**src/rtl/sdram_port_arbiter_pkg.sv**
```systemverilog
// Shared memory-subsystem types for the Amstrad SDRAM path: requester ids,
// arbiter states, the latched command word and the ROM bank map.
package amstrad_mem_pkg;

   localparam int MEM_ADDR_W = 23;

   localparam logic [8:0] ROM_BANK_LOWER  = 9'h000;
   localparam logic [8:0] ROM_BANK_BASIC  = 9'h100;
   localparam logic [8:0] ROM_BANK_AMSDOS = 9'h107;
   localparam logic [8:0] ROM_BANK_LAST   = 9'h1ff;

   typedef enum logic [1:0] {
      P_VID = 2'd0,
      P_CPU = 2'd1,
      P_DL  = 2'd2
   } port_t;

   typedef enum logic [1:0] {
      IDLE  = 2'd0,
      ISSUE = 2'd1,
      WAIT  = 2'd2,
      DONE  = 2'd3
   } arb_state_t;

   typedef struct packed {
      logic                  we;
      logic                  wide;
      logic [MEM_ADDR_W-1:0] addr;
      logic [1:0]            bank;
      logic [7:0]            din;
   } mem_cmd_t;

   function automatic logic [7:0] byte_select(input logic [15:0] word, input logic hi);
      return hi ? word[15:8] : word[7:0];
   endfunction

endpackage

```
**src/rtl/sdram_port_arbiter_if.sv**
```systemverilog
// Command/response port between the arbiter and the sdram controller.
interface sdram_port_arbiter_if #(
   parameter int ADDR_W = 23
);
   logic              sd_req;
   logic              sd_we;
   logic              sd_wide;
   logic [ADDR_W-1:0] sd_addr;
   logic [1:0]        sd_bank;
   logic [7:0]        sd_din;
   logic [15:0]       sd_dout;
   logic              sd_rdy;

   modport master (
      output sd_req, sd_we, sd_wide, sd_addr, sd_bank, sd_din,
      input  sd_dout, sd_rdy
   );

   modport slave (
      input  sd_req, sd_we, sd_wide, sd_addr, sd_bank, sd_din,
      output sd_dout, sd_rdy
   );
endinterface

```
**src/rtl/sdram_port_arbiter_prio_sel.sv**
```systemverilog
// Fixed-priority select (video > CPU > downloader) with the downloader
// promoted above the CPU once it has been starved for STARVE_MAX CPU grants.
module arb_prio_sel
   import amstrad_mem_pkg::*;
#(
   parameter int STARVE_MAX = 8
) (
   input  logic       vid_elig,
   input  logic       cpu_elig,
   input  logic       dl_elig,
   input  logic [3:0] starve_cnt,
   output port_t      sel,
   output logic       valid
);

   logic dl_forced_s;

   assign dl_forced_s = dl_elig && (starve_cnt == 4'(STARVE_MAX));

   // video always wins; a starved downloader then beats the CPU
   always_comb begin
      sel   = P_VID;
      valid = 1'b0;
      if (vid_elig) begin
         sel   = P_VID;
         valid = 1'b1;
      end else if (dl_forced_s) begin
         sel   = P_DL;
         valid = 1'b1;
      end else if (cpu_elig) begin
         sel   = P_CPU;
         valid = 1'b1;
      end else if (dl_elig) begin
         sel   = P_DL;
         valid = 1'b1;
      end else begin
         sel   = P_VID;
         valid = 1'b0;
      end
   end

endmodule

```
**src/rtl/sdram_port_arbiter.sv**
```systemverilog
// Three-port arbiter (video, CPU, downloader) in front of the sdram command
// port, with per-port read holding registers, starvation guard and watchdog.
module sdram_port_arbiter
   import amstrad_mem_pkg::*;
#(
   parameter int ADDR_W     = 23,
   parameter int STARVE_MAX = 8,
   parameter int TIMEOUT    = 63
) (
   input  logic              clk_sys,
   input  logic              reset,
   input  logic              vid_req,
   input  logic [ADDR_W-1:0] vid_addr,
   output logic              vid_ack,
   output logic [15:0]       vid_data,
   input  logic              cpu_req,
   input  logic              cpu_we,
   input  logic [ADDR_W-1:0] cpu_addr,
   input  logic [1:0]        cpu_bank,
   input  logic [7:0]        cpu_din,
   output logic              cpu_ack,
   output logic [7:0]        cpu_data,
   input  logic              dl_req,
   input  logic [ADDR_W-1:0] dl_addr,
   input  logic [1:0]        dl_bank,
   input  logic [7:0]        dl_din,
   output logic              dl_ack,
   output logic              err,
   sdram_port_arbiter_if.master sd
);

   localparam int CNT_W = $clog2(TIMEOUT + 1);

   arb_state_t        state_r;
   arb_state_t        next_state_s;
   port_t             port_r;
   port_t             grant_s;
   logic              grant_valid_s;
   mem_cmd_t          cmd_r;
   mem_cmd_t          cmd_s;
   logic [3:0]        starve_r;
   logic [CNT_W-1:0]  wait_cnt_r;
   logic              sd_req_r;
   logic              vid_ack_r;
   logic              cpu_ack_r;
   logic              dl_ack_r;
   logic [15:0]       vid_data_r;
   logic [7:0]        cpu_data_r;
   logic              err_r;
   logic              vid_elig_s;
   logic              cpu_elig_s;
   logic              dl_elig_s;
   logic              grant_now_s;
   logic              rdy_s;
   logic              timeout_s;
   logic              finish_s;
   logic              vid_addr_unused_s;

   // a port acked this cycle may not be re-granted in the same decision
   assign vid_elig_s  = vid_req && !vid_ack_r;
   assign cpu_elig_s  = cpu_req && !cpu_ack_r;
   assign dl_elig_s   = dl_req  && !dl_ack_r;
   assign grant_now_s = (state_r == IDLE) && grant_valid_s;
   assign rdy_s       = (state_r == WAIT) && sd.sd_rdy;
   assign timeout_s   = (state_r == WAIT) && !sd.sd_rdy && (wait_cnt_r == CNT_W'(TIMEOUT));
   assign finish_s    = rdy_s || timeout_s;
   assign vid_addr_unused_s = vid_addr[0];

   arb_prio_sel #(
      .STARVE_MAX (STARVE_MAX)
   ) u_prio_sel (
      .vid_elig   (vid_elig_s),
      .cpu_elig   (cpu_elig_s),
      .dl_elig    (dl_elig_s),
      .starve_cnt (starve_r),
      .sel        (grant_s),
      .valid      (grant_valid_s)
   );

   // command word the winner would load into the command register
   always_comb begin
      cmd_s = '0;
      case (grant_s)
         P_VID: begin
            cmd_s.we   = 1'b0;
            cmd_s.wide = 1'b1;
            cmd_s.addr = MEM_ADDR_W'({vid_addr[ADDR_W-1:1], 1'b0});
            cmd_s.bank = 2'b00;
            cmd_s.din  = 8'h00;
         end
         P_CPU: begin
            cmd_s.we   = cpu_we;
            cmd_s.wide = 1'b0;
            cmd_s.addr = MEM_ADDR_W'(cpu_addr);
            cmd_s.bank = cpu_bank;
            cmd_s.din  = cpu_din;
         end
         P_DL: begin
            cmd_s.we   = 1'b1;
            cmd_s.wide = 1'b0;
            cmd_s.addr = MEM_ADDR_W'(dl_addr);
            cmd_s.bank = dl_bank;
            cmd_s.din  = dl_din;
         end
         default: begin
            cmd_s = '0;
         end
      endcase
   end

   // next-state logic
   always_comb begin
      next_state_s = state_r;
      case (state_r)
         IDLE: begin
            if (grant_valid_s) begin
               next_state_s = ISSUE;
            end else begin
               next_state_s = IDLE;
            end
         end
         ISSUE: begin
            next_state_s = WAIT;
         end
         WAIT: begin
            if (finish_s) begin
               next_state_s = DONE;
            end else begin
               next_state_s = WAIT;
            end
         end
         DONE: begin
            next_state_s = IDLE;
         end
         default: begin
            next_state_s = IDLE;
         end
      endcase
   end

   // state register and the watchdog counter, which reads 1 in the first WAIT cycle
   always_ff @(posedge clk_sys) begin
      if (reset) begin
         state_r    <= IDLE;
         wait_cnt_r <= '0;
      end else begin
         state_r <= next_state_s;
         if (state_r == ISSUE) begin
            wait_cnt_r <= CNT_W'(1);
         end else if (state_r == WAIT) begin
            wait_cnt_r <= wait_cnt_r + CNT_W'(1);
         end else begin
            wait_cnt_r <= wait_cnt_r;
         end
      end
   end

   // command capture, strobe and starvation bookkeeping
   always_ff @(posedge clk_sys) begin
      if (reset) begin
         cmd_r    <= '0;
         port_r   <= P_VID;
         starve_r <= 4'd0;
         sd_req_r <= 1'b0;
      end else begin
         sd_req_r <= grant_now_s;
         if (grant_now_s) begin
            cmd_r  <= cmd_s;
            port_r <= grant_s;
         end
         if (state_r == IDLE) begin
            if (!dl_req || (grant_valid_s && grant_s == P_DL)) begin
               starve_r <= 4'd0;
            end else if (grant_valid_s && grant_s == P_CPU && dl_elig_s && starve_r != 4'hF) begin
               starve_r <= starve_r + 4'd1;
            end
         end
      end
   end

   // completion: data holding registers, acks and the sticky error flag
   always_ff @(posedge clk_sys) begin
      if (reset) begin
         vid_ack_r  <= 1'b0;
         cpu_ack_r  <= 1'b0;
         dl_ack_r   <= 1'b0;
         vid_data_r <= 16'h0000;
         cpu_data_r <= 8'h00;
         err_r      <= 1'b0;
      end else begin
         vid_ack_r <= finish_s && (port_r == P_VID);
         cpu_ack_r <= finish_s && (port_r == P_CPU);
         dl_ack_r  <= finish_s && (port_r == P_DL);
         if (rdy_s) begin
            if (port_r == P_VID) begin
               vid_data_r <= sd.sd_dout;
            end else if (port_r == P_CPU && !cmd_r.we) begin
               cpu_data_r <= byte_select(sd.sd_dout, cmd_r.addr[0]);
            end
         end
         if (timeout_s) begin
            err_r <= 1'b1;
            if (port_r == P_VID) begin
               vid_data_r <= 16'hFFFF;
            end else if (port_r == P_CPU && !cmd_r.we) begin
               cpu_data_r <= 8'hFF;
            end
         end
      end
   end

   assign sd.sd_req  = sd_req_r;
   assign sd.sd_we   = cmd_r.we;
   assign sd.sd_wide = cmd_r.wide;
   assign sd.sd_addr = cmd_r.addr[ADDR_W-1:0];
   assign sd.sd_bank = cmd_r.bank;
   assign sd.sd_din  = cmd_r.din;
   assign vid_ack    = vid_ack_r;
   assign cpu_ack    = cpu_ack_r;
   assign dl_ack     = dl_ack_r;
   assign vid_data   = vid_data_r;
   assign cpu_data   = cpu_data_r;
   assign err        = err_r;

endmodule

```
**src/flat_wrapper.sv**
```systemverilog
// flat-port wrapper written by rule: the top's interface ports become plain ports
module sdram_port_arbiter_flat import amstrad_mem_pkg::*;
#(
   parameter int ADDR_W     = 23,
   parameter int STARVE_MAX = 8,
   parameter int TIMEOUT    = 63
)
  (clk_sys, reset, vid_req, vid_addr, vid_ack, vid_data, cpu_req, cpu_we, cpu_addr, cpu_bank, cpu_din, cpu_ack, cpu_data, dl_req, dl_addr, dl_bank, dl_din, dl_ack, err, sd_sd_req, sd_sd_we, sd_sd_wide, sd_sd_addr, sd_sd_bank, sd_sd_din, sd_sd_dout, sd_sd_rdy);
  sdram_port_arbiter_if #(.ADDR_W(ADDR_W)) sd_i ();
  input  logic clk_sys;
  input  logic reset;
  input  logic vid_req;
  input  logic [ADDR_W-1:0] vid_addr;
  output logic vid_ack;
  output logic [15:0] vid_data;
  input  logic cpu_req;
  input  logic cpu_we;
  input  logic [ADDR_W-1:0] cpu_addr;
  input  logic [1:0] cpu_bank;
  input  logic [7:0] cpu_din;
  output logic cpu_ack;
  output logic [7:0] cpu_data;
  input  logic dl_req;
  input  logic [ADDR_W-1:0] dl_addr;
  input  logic [1:0] dl_bank;
  input  logic [7:0] dl_din;
  output logic dl_ack;
  output logic err;
  output wire logic [$bits(sd_i.sd_req)-1:0] sd_sd_req;
  output wire logic [$bits(sd_i.sd_we)-1:0] sd_sd_we;
  output wire logic [$bits(sd_i.sd_wide)-1:0] sd_sd_wide;
  output wire logic [$bits(sd_i.sd_addr)-1:0] sd_sd_addr;
  output wire logic [$bits(sd_i.sd_bank)-1:0] sd_sd_bank;
  output wire logic [$bits(sd_i.sd_din)-1:0] sd_sd_din;
  input wire logic [$bits(sd_i.sd_dout)-1:0] sd_sd_dout;
  input wire logic [$bits(sd_i.sd_rdy)-1:0] sd_sd_rdy;
  assign sd_sd_req = sd_i.sd_req;
  assign sd_sd_we = sd_i.sd_we;
  assign sd_sd_wide = sd_i.sd_wide;
  assign sd_sd_addr = sd_i.sd_addr;
  assign sd_sd_bank = sd_i.sd_bank;
  assign sd_sd_din = sd_i.sd_din;
  assign sd_i.sd_dout = sd_sd_dout;
  assign sd_i.sd_rdy = sd_sd_rdy;
  sdram_port_arbiter #(.ADDR_W(ADDR_W), .STARVE_MAX(STARVE_MAX), .TIMEOUT(TIMEOUT)) u_core (.clk_sys(clk_sys), .reset(reset), .vid_req(vid_req), .vid_addr(vid_addr), .vid_ack(vid_ack), .vid_data(vid_data), .cpu_req(cpu_req), .cpu_we(cpu_we), .cpu_addr(cpu_addr), .cpu_bank(cpu_bank), .cpu_din(cpu_din), .cpu_ack(cpu_ack), .cpu_data(cpu_data), .dl_req(dl_req), .dl_addr(dl_addr), .dl_bank(dl_bank), .dl_din(dl_din), .dl_ack(dl_ack), .err(err), .sd(sd_i));
endmodule
```
**config.mk**
```make
export PLATFORM = sky130hd
export DESIGN_NAME = sdram_port_arbiter_flat
export DESIGN_NICKNAME = d
export VERILOG_FILES = /design/src/rtl/sdram_port_arbiter_pkg.sv /design/src/rtl/sdram_port_arbiter_if.sv /design/src/rtl/sdram_port_arbiter_prio_sel.sv /design/src/rtl/sdram_port_arbiter.sv /design/src/flat_wrapper.sv
export SDC_FILE = /design/constraint.sdc
export NUM_CORES = 1
export LEC_CHECK = 0
export BUFFER_PORTS_ARGS = -buffer_cell sky130_fd_sc_hd__buf_4
export CAP_MARGIN = 20
export CORE_MARGIN = 8
export CORE_UTILIZATION = 46
export DETAILED_ROUTE_END_ITERATION = 7
export PLACE_DENSITY = 0.8
export SETUP_SLACK_MARGIN = 0.4
export SYNTH_ARGS = -nofsm -noshare
export SYNTH_HDL_FRONTEND = slang
export SYNTH_SLANG_ARGS = --single-unit
```
**constraint.sdc**
```tcl
create_clock -name clk_sys -period 2.85 [get_ports clk_sys]
set_clock_uncertainty 0.2 [all_clocks]
set_input_delay 0.1425 -clock clk_sys [delete_from_list [all_inputs] [get_ports clk_sys]]
set_output_delay 0.1425 -clock clk_sys [all_outputs]
set_load 0.05 [all_outputs]
```
==> results.toml <==
[critical_path]
path_buf_inv = 1
cp_slowest_stage_delay_ns = 0.42
crit_required_ns = 2.88
crit_path_top_delay_cell = "and2_2"
crit_family = "simple AND/OR/NAND/NOR gates"
end_kind = "register"
path_class = "reg2reg"
arrival_ns = 2.36
startpoint_type = "register"
path_max_fanout = 12
crit_chain = "inv_1, ha_1, nand3b_1, nand2_1, and2_2, a221o_1"

[synth]
yosys_register_bits = 78
syn_avg_cell_area_um2 = 9.032
syn-num-nets = 517
seq_area_frac_synth = 0.4344
yosysUniqueCellTypes = 42
synthArstFlopShare = 0
ys.flop_type = "dfxtp_1"
netlist_instances = 398
yosys_warnings = 0
synth_edf_count = 0
netlist_area_um2 = 3595

[run]
drv_cap = 0

[cells_and_area]
area_growth_syn_to_layout_pct = 71.60
fin_nets = 779
fin_util = 0.8066
drive_gt1_frac = 0.3308
fin_area_um2 = 6168

[cts]
cts_buffers = 9
cts_max_level = 3
cts.path.max_buffers = 2
clk_latency_ns = 0.35
cts.sinks = 78
clkTransAtPathRegs_ns = 0.08
cts-root-buf = "clkbuf_8"
cts_tree = "done"

[detailed_routing]
ant_nets = 0
vias = 4211
wl_um = 14240
first_pass_iters = 4
drt_iter0_drc = 228
drc = 0
vias_per_cell = 5.483
wl_per_cell_um = 18.54

[place]
dp_slack_ns = 0.5837
portBuffers = 174
hpwl_um = 8760
place.gp.congestion = 0.8019
placed_area_um2 = 5007

[hold_path]
hp-class = "in2reg"

[global_route]
gr-total-overflow = 0
grtUsageTotal = 0.2575
antenna_found_initial = 1
grt_pass1_wl_um = 22980
grt_max_degree = 73
grt_pass1_vias = 4538

[sta]
maxSlewViolCount = 0
final-setup-viol-count = 0
rsz0062_at_grt = "no"
worst_slack_ns = 0.5215
period_share = 0.8170
max_slew_margin = 0.3460
fin_hold_ws_ns = 0.01021
max_freq_mhz = 429.5
hold_viol = 0
tightest_slew_ns = 0.9766
fin_crit_ns = 2.329
finalSetupTns_ns = 0

[pwr]
peakVddDrop_uv = 385.9
p_per_area_nw_per_um2 = 588.5
p_leak_nw = 2.597

[die]
fp.dieW_um = 104.4
io_pins = 176
die_h_um = 104.4
core_um2 = 7647
start_util = 0.4701
fp.dieArea_um2 = 10900
num_rows = 32

[status]
status = "complete, no violations"
==> cells in the mapped netlist, types with 11 or more instances <==
library cell / number / area share
a211oi_1: 13 / 0.027
a221o_1: 11 / 0.031
a22oi_1: 22 / 0.046
a31oi_1: 18 / 0.031
clkbuf_1: 13 / 0.014
dfxtp_1: 78 / 0.43
inv_1: 18 / 0.019
mux2i_1: 11 / 0.031
nand2_1: 51 / 0.053
nand3_1: 14 / 0.019
nor2_1: 26 / 0.027
nor3_1: 11 / 0.015
nor3b_1: 12 / 0.025
o311ai_0: 11 / 0.027
or3_1: 11 / 0.019
==> layout by cell type, fill, tap and decap left out, types with 2 or more instances in the layout <==
cell type      count
nor3b_1           12
and3b_2            2
nand2b_1           6
buf_4            183
a31oi_1           17
o311ai_0          11
a221o_1           11
a2111oi_4          2
mux2_2             8
clkbuf_8          11
nand3b_1           2
a21oi_1            9
nor2b_1            4
or3_1             11
ha_1               7
o21a_1             2
mux2i_1           11
xnor2_1            2
dfxtp_1           78
nand4_1            2
clkinvlp_4         3
nor3_1            11
a211oi_1          13
a211oi_2           2
o21ai_0            2
inv_1             18
dlygate4sd3_1     94
xor2_1             3
nand3_1           14
a22oi_1           22
nand2_1           51
nor2_1            26
==> registers in the layout, indices dropped and copies added (netlist names), 2 cells and up <==
signal,cells
u_core.cpu_data,8
u_core.port_r,2
u_core.state_r,2
u_core.vid_data,16
u_core.sd.sd_bank,2
u_core.sd.sd_din,8
u_core.sd.sd_addr,23
u_core.starve_r,4
u_core.wait_cnt_r,6
==> power breakdown <==
part           switching, W  internal (W)  leakage (nW)  total, W
clock network      0.000427      0.000451        0.0976  0.000878
logic              0.000884      0.000550          1.86   0.00143
registers         0.0000911       0.00123         0.637   0.00132
==> metrics by stage <==
stage / power [W] / std cells
3_5_place_dp: 0.002639 / 656
6_report: 0.003630 / 768
4_1_cts: 0.003603 / 766
3_3_place_gp: 0.002613 / 656
5_1_grt: 0.003797 / 768
2_1_floorplan: 0.002177 / 398
==> worst register-to-register path: cells and delay by family, from the launching register on <==
kind,cells,cell delay (ns)
DFF,1,0.38
adders and majority gates,1,0.23
buffers and inverters,1,0.08
and+or+nand+nor,3,0.94
AOI/OAI and AO/OA,1,0.38
==> cell families after synthesis <==
group,share of synthesized area
xor gates and xnor gates,0.01218
DFF,0.4344
buffers and inverters,0.05116
adders and majority gates,0.02436
and+or+nand+nor,0.2033
AOI/OAI and AO/OA,0.2148
muxes,0.05987
==> cell type report <==
type	count	area, um^2
Clock buffer	11	151.4
Clock inverter	5	57.56
Fill cell	478	1479
Timing Repair Buffer	278	2335
Antenna cell	1	2.502
Tap cell	102	127.6
Sequential cell	78	1562
Multi-Input combinational cell	275	1866
Inverter	18	67.56
==> final timing paths <==
check                startpoint               endpoint  slack [ns]  depth (start not counted)
min reg2reg  u_core.vid_data[9]     u_core.vid_data[9]        0.29                          2
max          u_core.starve_r[0]   u_core.sd.sd_bank[1]        0.52                          6
max reg2reg  u_core.starve_r[0]   u_core.sd.sd_bank[1]        0.52                          6
min                 dl_addr[15]  u_core.sd.sd_addr[15]        0.01                          3
==> metal layers <==
metal	global-route usage	part of all wire	up-vias
met2	0.4435	0.49	208
li1	-	-	1975
met1	0.2686	0.37	1988
met4	0.1169	0.032	0
met3	0.1035	0.10	40
met5	0	0	-
==> what timing repair did <==
action	in CTS	in global routing
hold endpoints to repair	53	0
hold buffers	94	0
resized for setup	0	1
setup buffers	0	1
endpoints found under the setup margin	0	11
Power figures use the tool's default switching activity.
